## src/rtl/l1d_writeback_buffer.sv

```systemverilog
// L1D writeback/eviction buffer: write FIFO toward the lower cache, read-miss bypass, store-to-load forwarding.
// Optional feature: define L1D_WB_COALESCE_EN to merge a write into the youngest matching queued entry.
module l1d_writeback_buffer #(
    parameter int PADDR_BITS = 22,
    parameter int DEPTH      = 4
) (
    input  logic                  clk_in,
    input  logic                  rst_N_in,
    input  logic                  l1_valid_in,
    output logic                  l1_ready_out,
    input  logic [PADDR_BITS-1:0] l1_addr_in,
    input  logic [63:0]           l1_value_in,
    input  logic                  l1_we_in,
    output logic                  l1_valid_out,
    input  logic                  l1_ready_in,
    output logic [PADDR_BITS-1:0] l1_addr_out,
    output logic [63:0]           l1_value_out,
    output logic                  lc_valid_out,
    input  logic                  lc_ready_in,
    output logic [PADDR_BITS-1:0] lc_addr_out,
    output logic [63:0]           lc_value_out,
    output logic                  lc_we_out,
    input  logic                  lc_valid_in,
    output logic                  lc_ready_out,
    input  logic [PADDR_BITS-1:0] lc_addr_in,
    input  logic [63:0]           lc_value_in,
    output logic                  empty_out
);
    localparam int PW = (DEPTH > 1) ? $clog2(DEPTH) : 1;
    localparam int CW = $clog2(DEPTH + 1);

    typedef struct packed {
        logic [PADDR_BITS-1:0] addr;
        logic [63:0]           data;
    } entry_t;

    logic [PW-1:0]         head_q, head_d, tail_q, tail_d;
    logic [CW-1:0]         count_q, count_d;
    logic                  rd_valid_q, rd_valid_d;
    logic [PADDR_BITS-1:0] rd_addr_q, rd_addr_d;
    logic                  wr_busy_q, wr_busy_d;
    logic                  fwd_valid_q, fwd_valid_d;
    entry_t                fwd_q, fwd_d;
    entry_t                mem_q [DEPTH];
    entry_t                mem_d [DEPTH];

    logic [DEPTH-1:0] live, match;
    logic             hit;
    logic [PW-1:0]    hit_idx;
    logic             pres_rd, acc, wr_acc, rd_acc, deq, coal, enq;

    // Entry i is live when its distance from head is below count.
    for (genvar i = 0; i < DEPTH; i++) begin : g_cam
        logic [PW-1:0] age;
        assign age      = PW'(i) - head_q;
        assign live[i]  = CW'(age) < count_q;
        assign match[i] = live[i] && (mem_q[i].addr == l1_addr_in);
    end

    // Walk oldest to youngest so the last match wins.
    always_comb begin
        hit     = 1'b0;
        hit_idx = head_q;
        for (int k = 0; k < DEPTH; k++) begin
            if (match[head_q + PW'(k)]) begin
                hit     = 1'b1;
                hit_idx = head_q + PW'(k);
            end
        end
    end

    // A write that stalled while presented keeps the port until it retires, so a later read waits.
    assign pres_rd      = rd_valid_q && !wr_busy_q;
    assign lc_valid_out = rd_valid_q || (count_q != '0);
    assign lc_we_out    = !pres_rd && (count_q != '0);
    assign lc_addr_out  = pres_rd ? rd_addr_q : mem_q[head_q].addr;
    assign lc_value_out = pres_rd ? 64'd0 : mem_q[head_q].data;

    assign l1_ready_out = (count_q < CW'(DEPTH)) && !rd_valid_q && !fwd_valid_q;
    assign acc          = l1_valid_in && l1_ready_out;
    assign wr_acc       = acc && l1_we_in;
    assign rd_acc       = acc && !l1_we_in;
    assign deq          = lc_ready_in && lc_we_out;

`ifdef L1D_WB_COALESCE_EN
    assign coal = wr_acc && hit && !(hit_idx == head_q && lc_valid_out && lc_we_out);
`else
    assign coal = 1'b0;
`endif
    assign enq = wr_acc && !coal;

    assign l1_valid_out = fwd_valid_q || lc_valid_in;
    assign l1_addr_out  = fwd_valid_q ? fwd_q.addr : lc_addr_in;
    assign l1_value_out = fwd_valid_q ? fwd_q.data : lc_value_in;
    assign lc_ready_out = l1_ready_in && !fwd_valid_q;
    assign empty_out    = (count_q == '0) && !rd_valid_q;

    always_comb begin
        head_d    = head_q + PW'(deq);
        tail_d    = tail_q + PW'(enq);
        count_d   = count_q + CW'(enq) - CW'(deq);
        wr_busy_d = lc_we_out && !lc_ready_in;
        rd_addr_d = rd_addr_q;
        if (rd_valid_q) begin
            rd_valid_d = !(pres_rd && lc_ready_in);
        end else begin
            rd_valid_d = rd_acc && !hit;
            if (rd_acc && !hit) rd_addr_d = l1_addr_in;
        end
        fwd_d       = fwd_q;
        fwd_valid_d = fwd_valid_q ? !l1_ready_in : (rd_acc && hit);
        if (rd_acc && hit) fwd_d = mem_q[hit_idx];
        mem_d = mem_q;
        if (enq)  mem_d[tail_q] = '{addr: l1_addr_in, data: l1_value_in};
        if (coal) mem_d[hit_idx].data = l1_value_in;
    end

    always_ff @(posedge clk_in or negedge rst_N_in) begin
        if (!rst_N_in) begin
            head_q      <= '0;
            tail_q      <= '0;
            count_q     <= '0;
            rd_valid_q  <= 1'b0;
            rd_addr_q   <= '0;
            wr_busy_q   <= 1'b0;
            fwd_valid_q <= 1'b0;
            fwd_q       <= '0;
        end else begin
            head_q      <= head_d;
            tail_q      <= tail_d;
            count_q     <= count_d;
            rd_valid_q  <= rd_valid_d;
            rd_addr_q   <= rd_addr_d;
            wr_busy_q   <= wr_busy_d;
            fwd_valid_q <= fwd_valid_d;
            fwd_q       <= fwd_d;
        end
    end

    // Entry storage needs no reset; liveness comes from head/count.
    always_ff @(posedge clk_in) begin
        mem_q <= mem_d;
    end
endmodule

```

## config.mk

```make
export PLATFORM = sky130hd
export DESIGN_NAME = l1d_writeback_buffer
export DESIGN_NICKNAME = d
export VERILOG_FILES = /design/src/rtl/l1d_writeback_buffer.sv
export SDC_FILE = /design/constraint.sdc
export NUM_CORES = 1
export LEC_CHECK = 0
export ABC_AREA = 0
export BUFFER_PORTS_ARGS = -buffer_cell sky130_fd_sc_hd__buf_2
export CAP_MARGIN = 20
export CELL_PAD_IN_SITES_DETAIL_PLACEMENT = 1
export CELL_PAD_IN_SITES_GLOBAL_PLACEMENT = 2
export CORE_ASPECT_RATIO = 1.4
export CORE_MARGIN = 2
export CORE_UTILIZATION = 41
export CTS_BUF_LIST = sky130_fd_sc_hd__clkbuf_16
export CTS_CLUSTER_DIAMETER = 30
export CTS_CLUSTER_SIZE = 8
export DETAILED_ROUTE_END_ITERATION = 16
export GPL_TIMING_DRIVEN = 0
export PLACE_DENSITY_LB_ADDON = 0.1
export SETUP_SLACK_MARGIN = 0.5
export SYNTH_ARGS = -nofsm -noshare
export SYNTH_HDL_FRONTEND = slang
export SYNTH_SLANG_ARGS = --single-unit
export TNS_END_PERCENT = 20
```

## constraint.sdc

```tcl
create_clock -name clk_in -period 8.8 [get_ports clk_in]
set_input_delay 0.88 -clock clk_in [delete_from_list [all_inputs] [get_ports clk_in]]
set_output_delay 0.88 -clock clk_in [all_outputs]
set_load 0.02 [all_outputs]
```

# Yosys cells after proc, flatten, opt, wreduce, memory -nomap -nowiden
# Index checks and enable logic that the tools add are counted.
# op_classes
order_cmp	13
addsub	11
n_bitwise	4
n_mux	30
n_reduce_logical	33
n_eq_ne	4
# ops
operator	count
$mux 86	5
$bmux 86 s2	2
$bwmux 344	1
$demux 86 s2	1
$mux 64	2
$eq 22x22->1	4
$mux 22	2
$logic_and 1x1->1	19
$lt 2x3->1	4
$lt 2x3->1 const B	4
$mux 1	10
$ge 3x3->1 const B	3
$logic_not 1->1	9
$not 2->3	3
$bmux 1 s2	4
$mux 2	3
$add 2x1->2	2
$add 2x2->2 const B	2
$sub 1x2->2 const A	2
$sub 2x2->2 const A	2
$add 3x1->3	1
$logic_not 3->1	1
$lt 3x1->1 const B	1
$lt 3x3->1 const B	1
other kinds (6)	7
# totals
ff_bits	462
wordCells	112
input_bits	179
output_inout_bits	178

# Logic depth before layout (Yosys ltp)
# logic_depth
ltp_word	12
depth_mapped	16
depth_no_buf	10

# Worst setup path after synthesis
# OpenSTA, ideal clock, no wires.
# synth_timing
kind	register to register
start	register count_q[2]
end	register mem_q[100] (netlist bit), enable pin
period_less_slack_ns	8.332
setup_slack_ns	0.468
required_ns	8.146
t_arrival_ns	7.678
stages_incl_launch_ff	5
setup_time_ns	0.654
path_buffers	1
cell_sequence	dfrtp_1 > clkbuf_1 > nor3_1 > nand3_1 > nor3b_1
# synth_via
elab_chain_cells	5
# synth_lines
item	line	source
from (decl)	38	logic [CW-1:0] count_q, count_d;
from (signal assigned)	131	count_q <= count_d;
$lt 3x3->1	79	assign l1_ready_out = (count_q < CW'(DEPTH)) && !rd_valid_q && !fwd_valid_q;
$logic_and 1x1->1 (2 in series)	79	
named net l1_ready_out	10	output logic l1_ready_out,
$logic_and 1x1->1	80	assign acc = l1_valid_in && l1_ready_out;
$logic_and 1x1->1	81	assign wr_acc = acc && l1_we_in;
to (signal assigned)	142	mem_q <= mem_d;
to (decl)	44	entry_t mem_q [DEPTH];
# The timed path passes the listed nets, and every way through them passes these cells.
# A chain may end at the register's enable or synchronous reset.

# Worst setup path after layout
# layout_timing
start	register head_q[0]
end	register fwd_q[11] (netlist bit)
# layout_via
elab_chain_cells	12
word_cells_on_any_way	35
classes_between	add/sub (7); order compare (4); mux (18); bitwise (1); reduce/logical (5)
# layout_lines
item	line	source
from (decl)	37	logic [PW-1:0] head_q, head_d, tail_q, tail_d;
from (signal assigned)	120	head_q <= '0;
from (signal assigned)	129	head_q <= head_d;
$sub 1x2->2 or $sub 2x2->2 (tied branches)	55	assign age = PW'(i) - head_q;
$lt 2x3->1	56	assign live[i] = CW'(age) < count_q;
$logic_and 1x1->1	57	assign match[i] = live[i] && (mem_q[i].addr == l1_addr_in);
$bmux 1 s2	65	if (match[head_q + PW'(k)]) begin
$mux 1 (not written as such)	65	
$mux 2 (3 in series)	65	
$not 2->3	--	
$bmux 86 s2	112	if (rd_acc && hit) fwd_d = mem_q[hit_idx];
$mux 86 (not written as such) (2 in series)	112	
to (signal assigned)	136	fwd_q <= fwd_d;
to (decl)	43	entry_t fwd_q, fwd_d;
# Several ways; a longest one is shown, not always the timed one. The select of a mux whose other input is x is not followed.

==> metrics.csv <==
metric;value;unit
clkTransAtPathRegs;0.04;ns
cts-root-buf;clkbuf_16;
htreeDepth;3;
cp_common_cell;clkbuf_1;
ir_drop;0.182;mV
netSwitchingFraction;34.1;%
outcome;completed;
ioPinCount;357;
grt_pass1_vias;17100;
maxCapViolations;0;
clkPwrFrac;37.9;%
synth_seq_area_share;58.2;%
finalWirelength;77400;um
fillCellCount;5530;
max_stage_delay;0.72;ns
synth_edf_count;344;
wl_per_cell;27.5;um
insertion_delay;0.63;ns
internal-power;0.00601;W
power;0.00912;W
min_period;6.42;ns
grt_max_degree;61;
power_density;312;nW/um^2
async_flop_share;25.5;%
syn-cell-area;22800;um^2
grt-ovfl-total;0;
drtIter0Drc;766;
slew_headroom;33.1;%
vias_per_cell;5.52;
slowest_stage;clkbuf_1;
grt_util_met2;49.4;%
cts_num_sinks;462;
die_x;203;um
hold_violations;0;
placed_area;26000;um^2
grt_pass1_wl;113000;um
placement.io_buffers;356;
drtPass1Iterations;5;
die_area;57600;um^2
ctsHoldBuffers;0;
ant_nets;0;
num_rows;102;
criticalPathCategory;reg -> reg;
core;55100;um^2
combPwrFrac;33.0;%
antenna_found_initial;13;
gp_congestion;0.869;
layout_commonest_cell;buf_2;
initial_utilization;41.4;%
p_leak;11.4;nW
ys_ff_latch;462;
fp.dieH;283;um
hold_class;in -> async;
pre_cts_ws;2.35;ns
yosysWarningCount;0;
power_frac_seq;29.0;%
fmax;0.156;GHz
drive_gt1_share;41.0;%
post-route-period-util;73.0;%
grt_setup_unrepaired;no;
cts_resized;0;
top_usage_layer;met2;
grtUsageMet3;4.58;%
arrival;6.89;ns
syn_nets;1705;
synth_cell_types;49;
ys.flop_type;edfxtp_1;
p_sw;0.00311;W
setup_ws;2.38;ns
crit_chain;buf_1 -> clkbuf_1 -> clkbuf_1 -> xnor2_1 -> inv_1 -> ha_1 -> a21oi_1 -> o211ai_1 -> nor3_1 -> o21ai_1 -> clkbuf_1 -> clkbuf_1 -> a31oi_1 -> a2111oi_0 -> a211oi_1;
synth_top_area_share;45.2;%
numCtsBuffers;95;
stdcell_area;29200;um^2
fin_setup_tns;0;ns
final_max_slew_viol_count;0;
grt_util_met1;31.1;%
post_cts_buffers;0;
final_cell_mix;390 x buf_2, 344 x edfxtp_1, 118 x dfrtp_1;
dr_total_vias;15500;
utilization;53.0;%
reg2reg_slack;2.38;ns
netlist_instances;1517;
cp_max_fo;11;
crit_required;9.27;ns
worst_pin_slew;1.00;ns
finalClockSkew;0.0249;ns
grtUsageTotal;27.0;%
remaining_drc_errors;0;
synth_area_leaders;edfxtp_1 45%, dfrtp_1 13%, mux4_2 8.5%, mux2_2 5.5%, a221oi_2 4.6%;
finalNetCount;2187;
area_delta_synth_final;27.9;%
cts_buffer_depth;3;
start_kind;register;
cp-end-kind;register;
syn_avg_cell_area;15.1;um^2
dp_hpwl;55000;um
setup_viol;0;
yosys.area.top_type;edfxtp_1;
cts_tree;built;
[registers in the layout (all words and copies together), names as in the netlist]
name,count
rd_addr_q,22
head_q,2
count_q,3
rd_valid_q,1
mem_q,344
fwd_valid_q,1
tail_q,2
fwd_q,86
wr_busy_q,1
[Yosys cell counts, types with 2 or more instances]
library cell,count
edfxtp_1,344
buf_1,10
clkbuf_1,72
buf_6,8
inv_1,24
dfrtp_1,118
a31oi_1,13
a2111oi_0,13
nor2_1,90
mux2_1,19
o21ai_0,2
o21ai_1,3
o211ai_1,3
nor2b_1,66
and3_1,3
a221oi_1,3
or3_1,2
nand4_1,9
nand2_1,11
and2_1,74
a211oi_1,86
o31a_1,2
buf_4,5
nor4_2,2
nand2b_1,2
mux2_2,111
mux2i_1,86
a21oi_1,4
xnor2_1,37
mux4_2,86
nor3_1,8
ha_1,8
nand3_1,4
nor4_1,14
or2_2,3
xor2_1,56
a221oi_2,70
buf_2,35
[layout make-up]
| cell class | count | area, um^2 | area share [%] |
|---|---|---|---|
| plain buffers | 130 | 611 | 2.09 |
| repair buffers | 385 | 2280 | 7.82 |
| multi-input cells | 901 | 8880 | 30.4 |
| clock inverters | 80 | 722 | 2.47 |
| clock buffers | 96 | 2400 | 8.23 |
| flip-flops and latches | 462 | 13300 | 45.5 |
| inverters | 24 | 90.1 | 0.309 |
| well taps | 728 | 911 | 3.12 |
| diodes | 6 | 15.0 | 0.0514 |
[power by group through the flow]
stage	Combinational (W)	Sequential, W	Clock, W
after global routing	0.00321	0.00266	0.00361
after global placement	0.00296	0.00270	0
after floorplan	0.00196	0.00266	0
after CTS	0.00306	0.00265	0.00351
final	0.00301	0.00265	0.00346
after detailed placement	0.00304	0.00268	0
[path summary, 6_finish.rpt]
kind	startpoint	endpoint	depth (start not counted)
worst max-delay path	head_q[0]	fwd_q[11]	15
worst min-delay path	rst_N_in	rd_addr_q[7]	1
worst max register to register	head_q[0]	fwd_q[11]	15
worst min register to register	rd_addr_q[4]	rd_addr_q[4]	1
max in group asynchronous	rst_N_in	fwd_q[16]	2
min in group clk_in	l1_value_in[60]	mem_q[146]	1
[cell families (layout without fill, tap and decap cells)]
| group | Yosys count | count (layout) | share of synthesized area (%) |
|---|---|---|---|
| AO/OA/AOI/OAI | 204 | 204 | 9.04 |
| XOR/XNOR | 93 | 93 | 3.57 |
| adder cells (fa/ha/maj) | 9 | 9 | 0.526 |
| buffers and inverters | 154 | 715 | 3.07 |
| flip-flops | 462 | 462 | 58.2 |
| multiplexers | 302 | 302 | 18.7 |
| other | 0 | 6 | 0 |
| AND/OR/NAND/NOR | 293 | 293 | 6.96 |
[critical path: cells and delay by family (launching register included)]
| kind | cells | cell delay (ns) |
|---|---|---|
| xor+xnor | 1 | 0.25 |
| buf+inv | 6 | 3.34 |
| fa+ha+maj | 1 | 0.28 |
| compound gates | 6 | 1.86 |
| simple gates | 1 | 0.12 |
| flops | 1 | 0.39 |
[routing by layer]
| metal | part of all wire (%) | vias to the layer above |
|---|---|---|
| li1 | - | 6918 |
| met1 | 37 | 8000 |
| met2 | 54 | 462 |
| met3 | 5.0 | 139 |
| met4 | 3.4 | 14 |
| met5 | 0.12 | - |
[per-stage QoR]
step           instances  hold WS, ns
3_5_place_dp        2629        0.479
5_1_grt             2810        0.295
4_1_cts             2805        0.277
3_3_place_gp        2601        0.468
2_1_floorplan       1517        0.459
6_report            2812        0.257
No activity file was read; power rests on OpenSTA's default activity.
